--- src/rtl/data_sync_mc.sv ---
// Multi-channel enable synchronizer: each channel's enable is synchronized and edge-detected,
// its bus slice is captured, and captured words are merged round-robin onto one valid/ready stream.
module data_sync_mc #(
    parameter int BUS_WIDTH   = 8,
    parameter int NUM_STAGES  = 2,
    parameter int NUM_CH      = 4,
    parameter int TOGGLE_MODE = 0,
    parameter int CH_W        = (NUM_CH > 1) ? $clog2(NUM_CH) : 1
) (
    input  logic                        CLK,
    input  logic                        RST,
    input  logic [NUM_CH-1:0]           bus_enable,
    input  logic [NUM_CH*BUS_WIDTH-1:0] unsync_bus,
    output logic [BUS_WIDTH-1:0]        sync_bus,
    output logic [CH_W-1:0]             sync_ch,
    output logic                        sync_valid,
    input  logic                        sync_ready,
    output logic [NUM_CH-1:0]           overrun,
    input  logic                        overrun_clr
);

    localparam int MSB = NUM_STAGES - 1;
    localparam int SW  = CH_W + 1;

    logic [NUM_STAGES-1:0] sreg [NUM_CH];
    logic [BUS_WIDTH-1:0]  hold [NUM_CH];
    logic [NUM_CH-1:0]     edge_flop;
    logic [NUM_CH-1:0]     evt;
    logic [NUM_CH-1:0]     pend;
    logic [NUM_CH-1:0]     pend_next;
    logic [NUM_CH-1:0]     grant_oh;
    logic [NUM_CH-1:0]     ovr_set;
    logic [CH_W-1:0]       rr_ptr;
    logic [CH_W-1:0]       rr_next;
    logic [CH_W-1:0]       grant_ch;
    logic [CH_W-1:0]       idx_c;
    logic [SW-1:0]         sum;
    logic                  grant_vld;
    logic                  out_free;

    always_comb begin
        // NOTE: every always_comb output gets a default first so no path can infer a latch.
        evt = '0;
        for (int c = 0; c < NUM_CH; c++) begin
            if (TOGGLE_MODE != 0) evt[c] = sreg[c][MSB] ^ edge_flop[c];
            else                  evt[c] = sreg[c][MSB] & ~edge_flop[c];
        end
    end

    assign out_free = ~sync_valid | sync_ready;

    // Walk candidates from farthest to nearest so the first pending channel at/after rr_ptr wins.
    always_comb begin
        grant_vld = 1'b0;
        grant_ch  = '0;
        grant_oh  = '0;
        sum       = '0;
        idx_c     = '0;
        if (out_free) begin
            for (int i = NUM_CH - 1; i >= 0; i--) begin
                sum = {1'b0, rr_ptr} + SW'(i);
                if (sum >= SW'(NUM_CH)) sum = sum - SW'(NUM_CH);
                idx_c = sum[CH_W-1:0];
                if (pend[idx_c]) begin
                    grant_vld     = 1'b1;
                    grant_ch      = idx_c;
                    grant_oh      = '0;
                    grant_oh[idx_c] = 1'b1;
                end
            end
        end
    end

    always_comb begin
        rr_next = '0;
        if (int'(grant_ch) != NUM_CH - 1) rr_next = grant_ch + CH_W'(1);
    end

    // A channel granted this cycle keeps pend only if new data arrived alongside; that is not an overrun.
    assign pend_next = (pend & ~grant_oh) | evt;
    assign ovr_set   = evt & pend & ~grant_oh;

    always_ff @(posedge CLK) begin
        if (RST) begin
            // NOTE: the holding registers are reset too, so a reset leaves no stale word behind.
            for (int c = 0; c < NUM_CH; c++) begin
                sreg[c] <= '0;
                hold[c] <= '0;
            end
            edge_flop  <= '0;
            pend       <= '0;
            rr_ptr     <= '0;
            sync_bus   <= '0;
            sync_ch    <= '0;
            sync_valid <= 1'b0;
            overrun    <= '0;
        end else begin
            for (int c = 0; c < NUM_CH; c++) begin
                if (NUM_STAGES > 1) sreg[c] <= {sreg[c][NUM_STAGES-2:0], bus_enable[c]};
                else                sreg[c] <= bus_enable[c];
                edge_flop[c] <= sreg[c][MSB];
                if (evt[c]) hold[c] <= unsync_bus[c*BUS_WIDTH +: BUS_WIDTH];
            end
            pend    <= pend_next;
            overrun <= (overrun & {NUM_CH{~overrun_clr}}) | ovr_set;
            if (out_free) begin
                if (grant_vld) begin
                    sync_bus   <= hold[grant_ch];
                    sync_ch    <= grant_ch;
                    sync_valid <= 1'b1;
                    rr_ptr     <= rr_next;
                end else begin
                    sync_valid <= 1'b0;
                end
            end
        end
    end

endmodule
--- config.mk ---
export PLATFORM = sky130hd
export DESIGN_NAME = data_sync_mc
export DESIGN_NICKNAME = d
export VERILOG_FILES = /design/src/rtl/data_sync_mc.sv
export SDC_FILE = /design/constraint.sdc
export NUM_CORES = 1
export LEC_CHECK = 0
export CAP_MARGIN = 0
export CORE_ASPECT_RATIO = 0.5
export CORE_UTILIZATION = 58
export DETAILED_ROUTE_END_ITERATION = 7
export PLACE_DENSITY = 0.82
export RECOVER_POWER = 100
export SETUP_SLACK_MARGIN = 0.15
export SLEW_MARGIN = 30
export SYNTH_ARGS = -nofsm -noshare
export SYNTH_HDL_FRONTEND = slang
export SYNTH_SLANG_ARGS = --single-unit
--- constraint.sdc ---
create_clock -name CLK -period 4.9 [get_ports CLK]
set_clock_uncertainty 0.2 [all_clocks]
set_input_delay 0.98 -clock CLK [delete_from_list [all_inputs] [get_ports CLK]]
set_output_delay 0.98 -clock CLK [all_outputs]
set_load 0.01 [all_outputs]
# After elaboration in Yosys (flattened, before gate mapping)
# Memory sizes are Yosys's and may differ from the RTL's. A register that Yosys moved wholly into a read port is not among the register bits.
# Index checks and enable logic that the tools add are counted.
# W data, S select, Z words.
[op_classes]
n_addsub = 8
order_cmp = 12
eq_ne = 1
muxes = 64
bitwise = 26
n_reduce_logical = 5
[ops]
columns = ["cell", "n"]
rows = [
  ["$mux W2", 18],
  ["$mux W8", 4],
  ["$mux W1", 29],
  ["$mux W4", 5],
  ["$and A4 B4 Y4", 4],
  ["$lt A2 B3 Y1 const B", 4],
  ["$ge A3 B3 Y1 const B", 3],
  ["$or A1 B1 Y1", 9],
  ["$bmux W1 S2", 4],
  ["$demux W1 S2", 4],
  ["$ge A2 B1 Y1 const B", 4],
  ["$or A4 B4 Y4", 2],
  ["$sub A2 B1 Y2 const B", 4],
  ["$add A2 B2 Y3 const B", 2],
  ["$not A1 Y1", 6],
  ["$and A1 B1 Y1", 4],
  ["$logic_and A1 B1 Y1", 4],
  ["$not A4 Y4", 1],
  ["$add A2 B1 Y3 const B", 1],
  ["$ge A2 B3 Y1 const B", 1],
  ["$add A2 B1 Y2 const B", 1],
  ["$ne A2 B1 Y1 const B", 1],
  ["$reduce_and A2 Y1", 1],
]
[totals]
ff_bits = 17
mem_bits_rw = 40
word_cells = 124
memories = 2
[memory_table]
columns = ["memory", "depth", "width", "rd", "rd_clocked_by_memory_dff", "write_ports", "line", "rtl"]
rows = [
  ["hold", 4, 8, 1, 1, 4, "26", "logic [BUS_WIDTH-1:0] hold [NUM_CH];"],
  ["sreg", 4, 2, 4, 0, 4, "25", "logic [NUM_STAGES-1:0] sreg [NUM_CH];"],
]

# Longest topological paths before layout
[logic_depth]
ltp_word = 16
mapped_depth = 10

# Worst setup path after synthesis
# OpenSTA, ideal clock, no wires.
[synth_path]
path_type = "register -> register"
from = "reg rr_ptr[0]"
to = "reg sync_bus[0], read port of hold"
setup_ps = 138
arrival_time_ps = 2751
required_time_ps = 4562
slack_ps = 1811
path_stages_with_launch = 11
path_buffers = 3
synth_period_minus_slack_ps = 3089
path_cell_list = "dfxtp_1 > buf_6 > inv_2 > clkbuf_1 > ha_1 > mux4_2 > nor2b_4 > or2_1 > buf_2 > a2111oi_1 > a311oi_1"
[synth_between]
elab_chain_len = 12
elab_cells_between_ends = 38
cone_classes = "7 x add/sub; 4 x order compare; 26 x mux; 1 x reduce/logical"
[synth_rtl]
columns = ["item", "line", "rtl"]
rows = [
  ["start: declaration", "33", "logic [CH_W-1:0] rr_ptr;"],
  ["start signal: assignment", "111", "rr_ptr <= rr_next;"],
  ["$add A2 B2 Y3", "61", "sum = {1'b0, rr_ptr} + SW'(i);"],
  ["$ge A3 B3 Y1 / $sub A2 B1 Y2 (equally long branches)", "62", "if (sum >= SW'(NUM_CH)) sum = sum - SW'(NUM_CH);"],
  ["$mux W2", "62", ""],
  ["$mux W2", "59", "if (out_free) begin"],
  ["$bmux W1 S2", "64", "if (pend[idx_c]) begin"],
  ["$mux W1 (implied by the code)", "64", ""],
  ["$mux W1 (4 in series)", "64", ""],
  ["$mux W1", "59", ""],
  ["$reduce_and A2 Y1 (no line)", "-", ""],
  ["end: declaration", "14", "output logic [BUS_WIDTH-1:0] sync_bus,"],
]
# Several ways; a longest one is shown, not always the timed one. The select of a mux whose other input is x is not followed.
# A chain may end at the register's enable or synchronous reset.

# Final worst setup path
# Same ends and word-level chain as after synthesis.

==> flow_metrics.py <==
metrics = {
    "route": {
        "wire_per_inst_um": 18.55,
        "viasPerCell": 6.277,
        "dr.pass1.iters": 5,
        "drtIter0Drc": 353,
        "drc": 0,
        "vias": 2925,
        "antenna_left": 0,
        "finalWirelength_um": 8645,
    },
    "sta": {
        "max_freq_mhz": 313.8,
        "setup_tns_ns": 0,
        "hold_viol_final": 0,
        "period_minus_slack_ns": 3.187,
        "tightest_slew_ns": 0.9376,
        "setup_viol_count_final": 0,
        "rsz0062_at_grt": "false",
        "setup_slack_ns": 1.713,
        "max_slew_margin_pct": 37.29,
        "period_share_pct": 65.04,
        "hold_slack_ns": 0.2328,
        "finalMaxSlewViolations": 0,
    },
    "place": {
        "post-place-ws_ns": 1.670,
        "dp_hpwl_um": 6114,
        "port-buffer-count": 54,
        "place_inst": 450,
        "routabilityCongestion": 1.010,
        "place_area_um2": 4036,
    },
    "critical_path": {
        "critical_path.top_delay_family": "multiplexers",
        "crit_buf_inv": 1,
        "slowest_stage": "mux4_2",
        "reg2reg_from": "rr_ptr[0]",
        "crit_required_ns": 4.94,
        "critPathCaptureType": "register",
        "slowest_delay_ns": 0.94,
        "path_class": "register to register",
        "worst_setup_path_start_kind": "register",
        "arrival_ns": 3.23,
        "crit_path_max_fanout": 49,
        "critPathLaunch": "rr_ptr[0]",
        "crit_chain": "buf_4, mux4_2, nor3_1, o21a_1, o21ai_0, a311oi_1",
    },
    "logic_synthesis": {
        "synth_seq_cells": 65,
        "synthFlopType": "dfxtp_1",
        "ys_warn_count": 0,
        "ys_types": 48,
        "async_reset_ff_share_pct": 0,
        "syn_nets": 393,
        "synth_area_leaders": "edfxtp_1, dfxtp_1, and2_1, nand3_1, nand2_1",
        "synth_edf_count": 32,
        "synth_top_area_share_pct": 27.09,
        "postSynthCellCount": 346,
        "synth_largest_area_cell": "edfxtp_1",
        "synth_area_per_cell_um2": 10.25,
        "netlist_area_um2": 3547,
        "seq_area_frac_synth_pct": 45.71,
    },
    "floorplanning": {
        "fp.dieW_um": 112.6,
        "io_pins": 55,
        "fp.dieH_um": 57.30,
        "row_count": 19,
        "initial_core_util_pct": 62.43,
        "core_area_um2": 5682,
        "die_area_um2": 6452,
    },
    "global_routing": {
        "grtUsageTotal_pct": 29.17,
        "grt_pass1_wl_um": 13830,
        "overflow": 0,
        "grt_max_degree": 50,
        "antenna_found_initial": 0,
        "grt_pass1_vias": 2592,
    },
    "layout": {
        "layoutNonFillerInstCount": 466,
        "diodes": 0,
        "layout.nets": 435,
        "syn_to_final_growth_pct": 21.59,
        "fin_area_um2": 4313,
        "drive_above_1_share_pct": 7.379,
    },
    "clock_tree": {
        "clk_latency_ns": 0.33,
        "postCtsSetupBuffers": 0,
        "root_buffer": "clkbuf_16",
        "cts_buffer_depth": 2,
        "clk_pin_slew_worst_paths_ns": 0.06,
        "ctsHoldBuffers": 0,
        "cts_tree": "yes",
        "cts_num_sinks": 65,
        "cts_buffers": 9,
        "ctsResizeCount": 0,
        "cts.htree.levels": 3,
    },
    "worst_hold_path": {
        "hp-class": "register to register",
        "min_from": "sreg[3][0]",
    },
    "run_status": {
        "outcome": "finished, final reports clean",
    },
    "power": {
        "leakage_nw": 1.574,
        "peakVddDrop_uv": 228.3,
        "powerDensity_nw_per_um2": 403.9,
    },
    "run": {
        "cap_violations": 0,
    },
}
## synth_stat cells, drive strengths merged (9+ instances only)
| cell | count |
|---|---|
| edfxtp | 32 |
| nand3b | 12 |
| nand2 | 30 |
| nand3 | 25 |
| nor2 | 9 |
| clkbuf | 9 |
| buf | 16 |
| a21oi | 12 |
| a311oi | 9 |
| and2 | 33 |
| nand2b | 15 |
| nor2b | 15 |
| dfxtp | 33 |
| o21ai | 15 |
## placed cells by master (no fill, tap or decap), types with 12 or more instances in the layout
| master | instances |
|---|---|
| clkdlybuf4s50_1 | 38 |
| dfxtp_1 | 33 |
| edfxtp_1 | 32 |
| nand2_1 | 30 |
| nand3_1 | 25 |
| and2_0 | 18 |
| dlygate4sd3_1 | 16 |
| and2_1 | 15 |
| nand2b_1 | 14 |
| o21ai_0 | 14 |
| nor2b_1 | 13 |
| nand3b_1 | 12 |
## through the flow
stage / util (%) / total power, mW
after CTS: 76.33 / 1.755
final: 75.91 / 1.742
after global routing: 75.91 / 1.812
after floorplan: - / 0.9824
after global placement: 71.04 / 1.096
after detailed placement: 71.04 / 1.108
## state kept, by name (all words and copies together) (netlist names)
register and cells:
sreg 8, hold 32, sync_bus 8, rr_ptr 2, sync_ch 2, edge_flop 4, sync_valid 1, pend 4
overrun 4
## logic make-up after synthesis
| group | after synthesis | share of synthesized area, % |
|---|---|---|
| AOI/OAI and AO/OA | 79 | 17.11 |
| DFF | 65 | 45.71 |
| adders and majority gates | 7 | 2.469 |
| muxes | 12 | 4.797 |
| and+or+nand+nor | 152 | 24.83 |
| buffers and inverters | 31 | 5.080 |
## final timing paths
| check | depth (start not counted) | slack, ns | endpoint |
|---|---|---|---|
| max | 6 | 1.71 | sync_bus[0] |
| min | 1 | 0.23 | sreg[3][1] |
| max reg2reg | 6 | 1.71 | sync_bus[0] |
| min reg2reg | 1 | 0.23 | sreg[3][1] |
## per-layer routing
| layer | GRT usage (%) | vias to the layer above | part of all wire, % |
|---|---|---|---|
| li1 | - | 1361 | - |
| met1 | 42.45 | 1396 | 46 |
| met2 | 40.74 | 152 | 42 |
| met3 | 9.671 | 16 | 10 |
| met4 | 9.905 | 0 | 1.5 |
| met5 | 0 | - | 0 |
## report_power, final
part	leakage (nW)	internal, mW	switching [mW]
clock network	0.147	0.398	0.248
registers	0.604	0.616	0.0339
logic	0.823	0.180	0.267
total	1.57	1.19	0.548
## layout make-up
cell class / count / area (um2)
Tap cell: 73 / 91.34
Inverter: 6 / 22.52
Fill cell: 406 / 1369
Sequential cell: 65 / 1622
Clock buffer: 9 / 225.2
Timing Repair Buffer: 56 / 551.8
Clock inverter: 7 / 75.07
Multi-Input combinational cell: 250 / 1725
(Power assumes the default switching activity.)
